==> src/rtl/dralm_acc.sv <==
// dralm_acc: streaming accumulator for the signed products of the DRALM
// 16x16 log multiplier. Each job sums a programmed number of 32-bit products
// into an ACC_W-bit two's-complement accumulator. The result is returned over
// a valid/ready handshake.
//
// Optional feature macro: DRALM_ACC_SAT_EN
//   defined   -> on overflow the accumulator clamps to the signed max/min
//   undefined -> on overflow the accumulator wraps modulo 2^ACC_W
// In both builds the sticky out_ovf flag is set when an add overflows.
//
// Ports:
//   clk, rst_n          clock, asynchronous active-low reset
//   start, len          job request and product count (sampled in IDLE only)
//   in_valid, in_ready  product beat handshake (in_ready depends only on state)
//   in_p                signed 32-bit product
//   out_valid, out_ready result handshake
//   out_sum, out_ovf    accumulated result and sticky overflow flag
//   busy                high whenever the FSM is not in IDLE
module dralm_acc #(
  parameter int unsigned ACC_W = 40,
  parameter int unsigned LEN_W = 8
) (
  input  logic             clk,
  input  logic             rst_n,
  input  logic             start,
  input  logic [LEN_W-1:0] len,
  input  logic             in_valid,
  output logic             in_ready,
  input  logic [31:0]      in_p,
  output logic             out_valid,
  input  logic             out_ready,
  output logic [ACC_W-1:0] out_sum,
  output logic             out_ovf,
  output logic             busy
);

  localparam logic [1:0] S_IDLE = 2'd0;
  localparam logic [1:0] S_ACC  = 2'd1;
  localparam logic [1:0] S_DONE = 2'd2;

  logic [1:0]       state, state_nxt;
  logic [ACC_W-1:0] acc, acc_nxt;
  logic             ovf, ovf_nxt;
  logic [LEN_W-1:0] rem, rem_nxt;

  logic [ACC_W-1:0] p_ext;
  logic [ACC_W-1:0] sum_raw;
  logic [ACC_W-1:0] sum_step;
  logic             step_ovf;

  // Sign-extend the product and detect signed overflow of the add.
  assign p_ext    = {{(ACC_W-32){in_p[31]}}, in_p};
  assign sum_raw  = acc + p_ext;
  assign step_ovf = (acc[ACC_W-1] == p_ext[ACC_W-1]) &&
                    (sum_raw[ACC_W-1] != acc[ACC_W-1]);

`ifdef DRALM_ACC_SAT_EN
  localparam logic [ACC_W-1:0] ACC_MAX = {1'b0, {(ACC_W-1){1'b1}}};
  localparam logic [ACC_W-1:0] ACC_MIN = {1'b1, {(ACC_W-1){1'b0}}};

  // Clamp toward the sign shared by both operands.
  assign sum_step = step_ovf ? (acc[ACC_W-1] ? ACC_MIN : ACC_MAX) : sum_raw;
`else
  assign sum_step = sum_raw;
`endif

  // Next-state and datapath update.
  always_comb begin
    state_nxt = state;
    acc_nxt   = acc;
    ovf_nxt   = ovf;
    rem_nxt   = rem;
    case (state)
      S_IDLE: begin
        if (start) begin
          acc_nxt   = '0;
          ovf_nxt   = 1'b0;
          rem_nxt   = len;
          state_nxt = (len == '0) ? S_DONE : S_ACC;
        end
      end
      S_ACC: begin
        if (in_valid) begin
          acc_nxt = sum_step;
          ovf_nxt = ovf | step_ovf;
          rem_nxt = rem - LEN_W'(1);
          if (rem == LEN_W'(1)) state_nxt = S_DONE;
        end
      end
      S_DONE: begin
        if (out_ready) state_nxt = S_IDLE;
      end
      default: state_nxt = S_IDLE;
    endcase
  end

  // State, datapath and registered handshake/status outputs.
  always_ff @(posedge clk or negedge rst_n) begin
    if (!rst_n) begin
      state     <= S_IDLE;
      acc       <= '0;
      ovf       <= 1'b0;
      rem       <= '0;
      in_ready  <= 1'b0;
      out_valid <= 1'b0;
      busy      <= 1'b0;
    end else begin
      state     <= state_nxt;
      acc       <= acc_nxt;
      ovf       <= ovf_nxt;
      rem       <= rem_nxt;
      in_ready  <= (state_nxt == S_ACC);
      out_valid <= (state_nxt == S_DONE);
      busy      <= (state_nxt != S_IDLE);
    end
  end

  assign out_sum = acc;
  assign out_ovf = ovf;

endmodule

==> config.mk <==
export PLATFORM = sky130hd
export DESIGN_NAME = dralm_acc
export DESIGN_NICKNAME = d
export VERILOG_FILES = /design/src/rtl/dralm_acc.sv
export SDC_FILE = /design/constraint.sdc
export NUM_CORES = 1
export LEC_CHECK = 0
export CORE_AREA = 3 3 95 97
export CTS_CLUSTER_SIZE = 14
export DETAILED_ROUTE_END_ITERATION = 8
export DIE_AREA = 0 0 98 100
export PLACE_DENSITY = 0.81
export SLEW_MARGIN = 15
export SYNTH_ARGS = -nofsm -noshare
export SYNTH_HDL_FRONTEND = slang
export SYNTH_SLANG_ARGS = --single-unit
==> constraint.sdc <==
create_clock -name clk -period 3.59 [get_ports clk]
set_input_delay 0.359 -clock clk [delete_from_list [all_inputs] [get_ports clk]]
set_output_delay 0.359 -clock clk [all_outputs]
set_load 0.02 [all_outputs]
==> results of run 1 <==
==> stage by stage <==
step | hold WS, ps | cell area [um^2] | util
global route | 35.66 | 5404 | 0.6577
floorplan | 63.41 | 4375 | -
finish | 15.15 | 5404 | 0.6577
global placement | 354.6 | 5325 | 0.6481
detailed placement | 357.4 | 5325 | 0.6481
CTS | 19.08 | 5404 | 0.6577
==> placed cells by master, fill, tap and decap left out, drive strengths merged, types with 11 or more instances in the layout <==
cell type	count
clkdlybuf4s50	87
inv	17
o21ai	65
a21o	20
ha	41
xnor2	16
nor2	32
xor2	15
nand3	11
a21oi	44
nand2	65
dfrtp	54
==> routing by layer <==
metal | wire length (um) | part of all wire | up-vias | GRT usage
met3 | 514 | 0.045 | 12 | 0.02919
met2 | 5672 | 0.50 | 118 | 0.4147
met5 | 0 | 0 | - | 0
met1 | 5138 | 0.45 | 2015 | 0.3098
li1 | - | - | 2069 | -
met4 | 119 | 0.010 | 0 | 0.05857
==> layout make-up <==
type	instances	share of cell area
tap	105	0.02431
clock inverter	2	0.001852
sequential	54	0.2501
clock buffer	5	0.01273
timing repair buffer	93	0.1690
multi-input combinational	428	0.5302
inverter	17	0.01181
==> synth_stat cells (6+ instances only) <==
| cell type | instances | area [um^2] |
|---|---|---|
| inv_1 | 17 | 63.81 |
| a31oi_1 | 6 | 37.54 |
| a21o_1 | 20 | 150.1 |
| nand2_1 | 65 | 244.0 |
| nand4_1 | 7 | 43.79 |
| and2_1 | 6 | 37.54 |
| dfrtp_1 | 54 | 1351 |
| o21ai_1 | 6 | 30.03 |
| xor2_1 | 15 | 131.4 |
| a21oi_1 | 42 | 210.2 |
| nor2b_1 | 6 | 37.54 |
| nor2_1 | 32 | 120.1 |
| clkbuf_1 | 21 | 78.83 |
| nor3_1 | 7 | 35.03 |
| o21ai_0 | 57 | 285.3 |
| ha_1 | 41 | 513.0 |
| nand3_1 | 11 | 55.05 |
| xnor2_1 | 16 | 140.1 |
==> path summary, 6_finish.rpt <==
kind	from	end	slack, ps
max	in_p[0]	out_sum[32]	630
min reg2reg	out_ovf	out_ovf	510
max in group asynchronous	rst_n	out_sum[37]	2760
max reg2reg	out_sum[1]	out_sum[39]	710
min	rst_n	out_sum[17]	20
min in group clk	out_ovf	out_ovf	510
==> cell families after synthesis <==
family / synth area share
multiplexers: 0.01144
adder cells (fa/ha/maj): 0.1218
AO/OA/AOI/OAI: 0.2837
XOR/XNOR: 0.06205
flip-flops: 0.3088
AND/OR/NAND/NOR: 0.1741
buffers and inverters: 0.03803
==> worst max-delay path, cell delays in order <==
cell	delay (ps)
clkdlybuf4s50_1	460
ha_1	210
inv_1	70
fa_1	380
nor2b_1	210
o31a_1	210
o21a_1	170
o21a_1	180
nor4_4	60
o21ai_2	190
a21boi_1	140
or4_1	470
nand3_1	80
==> registers in the layout, summed over array words and instances, names as in the netlist <==
name	cells
out_sum	40
rem	8
state	2
busy	1
in_ready	1
out_ovf	1
out_valid	1
==> where the power goes <==
group / total [mW] / switching, mW / internal, mW
combinational: 3.21 / 1.84 / 1.37
clock: 0.330 / 0.199 / 0.132
sequential: 1.12 / 0.237 / 0.880
==> results.md, run 1 <==
* Layout cells sized above 1 at 0.04841
* P_leak at 2.404 nW
* Total chip power at 4.657 mW
* Hold_buf cts at 0
* Routed wire length per instance at 16.26 um
* Post-route DRC at 0
* Status: finished, final reports clean
* Max Fanout on Critical Path at 4
* Row cnt at 33
* Crit share post-route at 0.8259
* Skew final at 7.164 ps
* RSZ-0062 raised after global routing: no
* EDFF count, synth at 0
* Total grt overflow at 0
* Syn_area_per_cell at 8.350 um^2
* Port bufs at 88
* Synthesis-to-layout area growth at 23.51%
* Largest net degree at the start of global routing at 34
* Vias at 4214
* Max_cap viols at 0
* Clock sink total at 54
* Mapped cell area at 4375 um^2
* Die area at 9800 um^2
* RD Place Congestion at 0.8961
* Final Hold Vio Count at 0
* Area occupied by multi-input gates at 2865 um^2
* Placed Cells at 697
* Detailed-route wire length at 11.44 mm
* YS warnings at 0
* Worst setup EP type: register
* Final HPWL DP at 8.945 mm
* Initial core utilization at 0.5325
* Vias/cell at 5.986
* I/O pin count at 89
* Root buf cell: clkbuf_8
* Sequential-to-total area share from yosys stat at 0.3088
* Yosys reg bits at 54
* First-pass GRT wire length at 19.46 mm
* WP data arrival at 3210 ps
* Filler instances at 708
* Bufs on Longest Clock Path at 2
* Synth cell types at 64
* CP Class: primary input to register
* Setup_tns at 0 ps
* Finished Layout Cells at 704
* Final count of pins violating max slew at 0
* Slew HR at 0.5152
* Post-layout nets at 686
* Post-CTS Setup Repair Bufs at 0
* First DRT Iteration DRCs at 216
* TritonCTS buffer count at 5
* Slew @ Worst Pin at 725.5 ps
* Setup crit start kind: primary input
* Initial antenna violation count at 0
* WP data required at 3830 ps
* Post_cts resized at 0
* ANT nets after route at 0
* H-tree depth at 2
* CTS clock-pin slew for the worst setup and hold paths at 90 ps
* Maximum VDD drop at 0.4322 mV
* Syn nets at 611
* FMAX at 337.3 MHz
* Core ar. at 8217 um^2
* Synth Instances at 524
* Die Width at 98 um
* Ys flop type: dfrtp_1
* Ant. Diodes at 0
* Post-place setup slack at 314.4 ps
* Worst min path class: primary input to asynchronous set/reset pin
* Setup-failing EPs final at 0
* Register area at 1351 um^2
* 1st-pass router iterations at 5
* Pwr/cell area at 861.8 nW/um^2
* Total GRT Usage at 0.2359
* CTS tree: done
* Setup ws final at 625.0 ps
* Die height at 100 um
* Clk_lat worst skew at 300 ps
* Post-layout min period at 2965 ps
* Reg2Reg Depth at 10
* Asr flop ratio synth at 1.000
* Vias in the first global route at 4136
(Power assumes the default switching activity.)
==> run 2: changes to the inputs <==
--- a/config.mk
+++ b/config.mk
@@ -5,11 +5,11 @@
 export SDC_FILE = /design/constraint.sdc
 export NUM_CORES = 1
 export LEC_CHECK = 0
-export CORE_AREA = 3 3 95 97
+export CORE_AREA = 3 3 100 102
 export CTS_CLUSTER_SIZE = 14
 export DETAILED_ROUTE_END_ITERATION = 8
-export DIE_AREA = 0 0 98 100
-export PLACE_DENSITY = 0.81
+export DIE_AREA = 0 0 103 105
+export PLACE_DENSITY = 0.77
 export SLEW_MARGIN = 15
 export SYNTH_ARGS = -nofsm -noshare
 export SYNTH_HDL_FRONTEND = slang
==> constraint.sdc (replaced) <==
create_clock -name clk -period 2.5 [get_ports clk]
set_input_delay 0.25 -clock clk [delete_from_list [all_inputs] [get_ports clk]]
set_output_delay 0.25 -clock clk [all_outputs]
set_load 0.02 [all_outputs]
==> run 2 against run 1 <==
The run now ends with negative setup slack left. Combinational power rose by 97%. Cell count rose by 18%. First-iteration DRC count rose by 6.9%. Sequential power rose by 44%. Power rose by 81%.
==> results.md, run 2 (synthesis gave the netlist of run 1 again) <==
* H-tree depth at 2
* Setup crit start kind: register
* Total GRT Usage at 0.2506
* Skew final at 12.06 ps
* Worst min path class: primary input to register
* Status: finished, violations left
* Vias/cell at 5.807
* WP data arrival at 2860 ps
* RD Place Congestion at 0.9107
* Layout cells sized above 1 at 0.2891
* Row cnt at 35
* Crit share post-route at 1.063
* Post-layout min period at 2657 ps
* Root buf cell: clkbuf_8
* CTS tree: done
* Post-route DRC at 0
* Slew HR at 0.5280
* CP Class: register to register
* Vias at 4843
* Setup ws final at -156.5 ps
* CP max stage cell: dfrtp_2
* Filler instances at 684
* Sequence of cells on the critical path: ha_4, inv_2, fa_2, nor2b_2, o31a_1, buf_4, o311ai_2, o211ai_1, o211ai_1, nand3b_1, xnor2_1, o21ai_1
* Vias in the first global route at 4862
* Net Switching at 3.869 mW
* WP data required at 2700 ps
* Max_cap viols at 0
* Reg power frac at 0.191
* Final count of pins violating max slew at 0
* Bufs on Longest Clock Path at 2
* 1st-pass router iterations at 6
* Die Width at 103 um
* Ant. Diodes at 0
* Port bufs at 88
* P_leak at 3.027 nW
* Combinational share of power at 0.748
* Clk pwr share at 0.061
* Maximum VDD drop at 0.6892 mV
* Most common cell after layout, fill and taps aside: buf_4
* Design area at 6730 um^2
* Pwr/cell area at 1253 nW/um^2
* FMAX at 376.4 MHz
* Finished Layout Cells at 834
* RSZ-0062 raised after global routing: yes
* Sw Ratio at 0.4586
* Clk_lat worst skew at 320 ps
* Max incr delay on CP at 440 ps
* Hold slack at 470.6 ps
* Register area at 1366 um^2
* Final Hold Vio Count at 0
* Placed Cells at 813
* First-pass GRT wire length at 22.16 mm
* Largest net degree at the start of global routing at 33
* Max Fanout on Critical Path at 4
* Area occupied by multi-input gates at 3229 um^2
* Worst path bufs/invs at 2
* ANT nets after route at 0
* Slew @ Worst Pin at 706.3 ps
* Initial core utilization at 0.4758
* Detailed-route wire length at 13.92 mm
* I/O pin count at 89
* Die area at 10820 um^2
* Post-layout nets at 809
* Final HPWL DP at 10.60 mm
* Die height at 105 um
* Initial antenna violation count at 0
* Cell family with most CP delay: compound AO/OA/AOI/OAI gates
* First DRT Iteration DRCs at 231
* Cell internal pwr at 4.567 mW
* Synthesis-to-layout area growth at 53.82%
* CTS clock-pin slew for the worst setup and hold paths at 110 ps
* Clock sink total at 54
* Worst setup EP type: register
* Failing checks: negative setup slack
* Placed inst area at 6309 um^2
* Post-place setup slack at -476.0 ps
* Max reg flops at 40
* Setup-failing EPs final at 11
* CP most frequent cell: o211ai_1
* Post-layout util at 0.7318
* Core ar. at 9196 um^2
* Total grt overflow at 0
* TritonCTS buffer count at 5
* Routed wire length per instance at 16.69 um
* Commonest non-fill, non-tap cells in the layout: buf_4, clkdlybuf4s50_1, nand2_1, o21ai_0, dfrtp_1
run 2: cell types whose count changed in the layout (fill, tap and decap cells not counted), moves of 5 or more:
| cell | previous run | this run |
|---|---|---|
| dfrtp_1 | 54 | 42 |
| nand2_2 | 0 | 5 |
| dfrtp_2 | 0 | 12 |
| a21oi_1 | 42 | 34 |
| o21ai_0 | 57 | 50 |
| ha_4 | 0 | 13 |
| buf_4 | 5 | 125 |
| ha_1 | 41 | 27 |
| nand2_1 | 65 | 59 |
| a21oi_2 | 2 | 10 |
run 2: final timing paths:
kind / startpoint / endpoint / slack, ps / cells after the start
worst min-delay path: in_p[0] / out_sum[0] / 470 / 4
worst min register to register: out_sum[29] / out_sum[29] / 520 / 2
worst max-delay path: out_sum[0] / out_sum[24] / -160 / 12
max in group asynchronous: rst_n / out_sum[13] / 1200 / 3
min in group asynchronous: rst_n / out_sum[17] / 510 / 2
worst max register to register: out_sum[0] / out_sum[24] / -160 / 12
run 2: cell type report:
type	count	share of cell area
Clock inverter	2	0.002231
Timing Repair Buffer	216	0.2740
Sequential cell	54	0.2030
Tap cell	111	0.02064
Clock buffer	6	0.01078
Inverter	17	0.009481
Multi-Input combinational cell	428	0.4798
run 2: repair_timing:
action / CTS / global route
setup buffers: 2 / 10
setup endpoints to repair: 15 / 25
endpoints found under the hold margin: 24 / 0
pin swaps: 8 / 20
hold buffers: 1 / 0
resized for setup: 10 / 39
run 2: worst reg2reg max path: stages, from the launching register on:
cell and delay, ps:
dfrtp_2 440, ha_4 170, inv_2 50, fa_2 200, nor2b_2 50, o31a_1 330
buf_4 150, o311ai_2 280, o211ai_1 230, o211ai_1 270, nand3b_1 130, xnor2_1 170
o21ai_1 70
run 2: metal layers:
| metal | wire (um) | vias to the layer above | track usage | share of wire |
|---|---|---|---|---|
| li1 | - | 2326 | - | - |
| met1 | 5946 | 2327 | 0.3185 | 0.43 |
| met2 | 7001 | 161 | 0.4404 | 0.50 |
| met3 | 685 | 29 | 0.03271 | 0.049 |
| met4 | 288 | 0 | 0.06383 | 0.021 |
| met5 | 0 | - | 0 | 0 |
run 2: power by group through the flow:
stage	Combinational, mW	Clock (mW)	Sequential [mW]
2_1_floorplan	3.00	0	1.94
3_3_place_gp	5.58	0	1.59
3_5_place_dp	5.77	0	1.61
4_1_cts	5.87	0.530	1.59
5_1_grt	6.88	0.550	1.66
6_report	6.31	0.514	1.61
run 2: per-stage QoR:
stage / TNS [ps] / power [mW]
2_1_floorplan: -65.47 / 4.943
3_3_place_gp: -6730 / 7.175
3_5_place_dp: -8126 / 7.376
4_1_cts: -1158 / 7.995
5_1_grt: -2867 / 9.090
6_report: -971.0 / 8.436
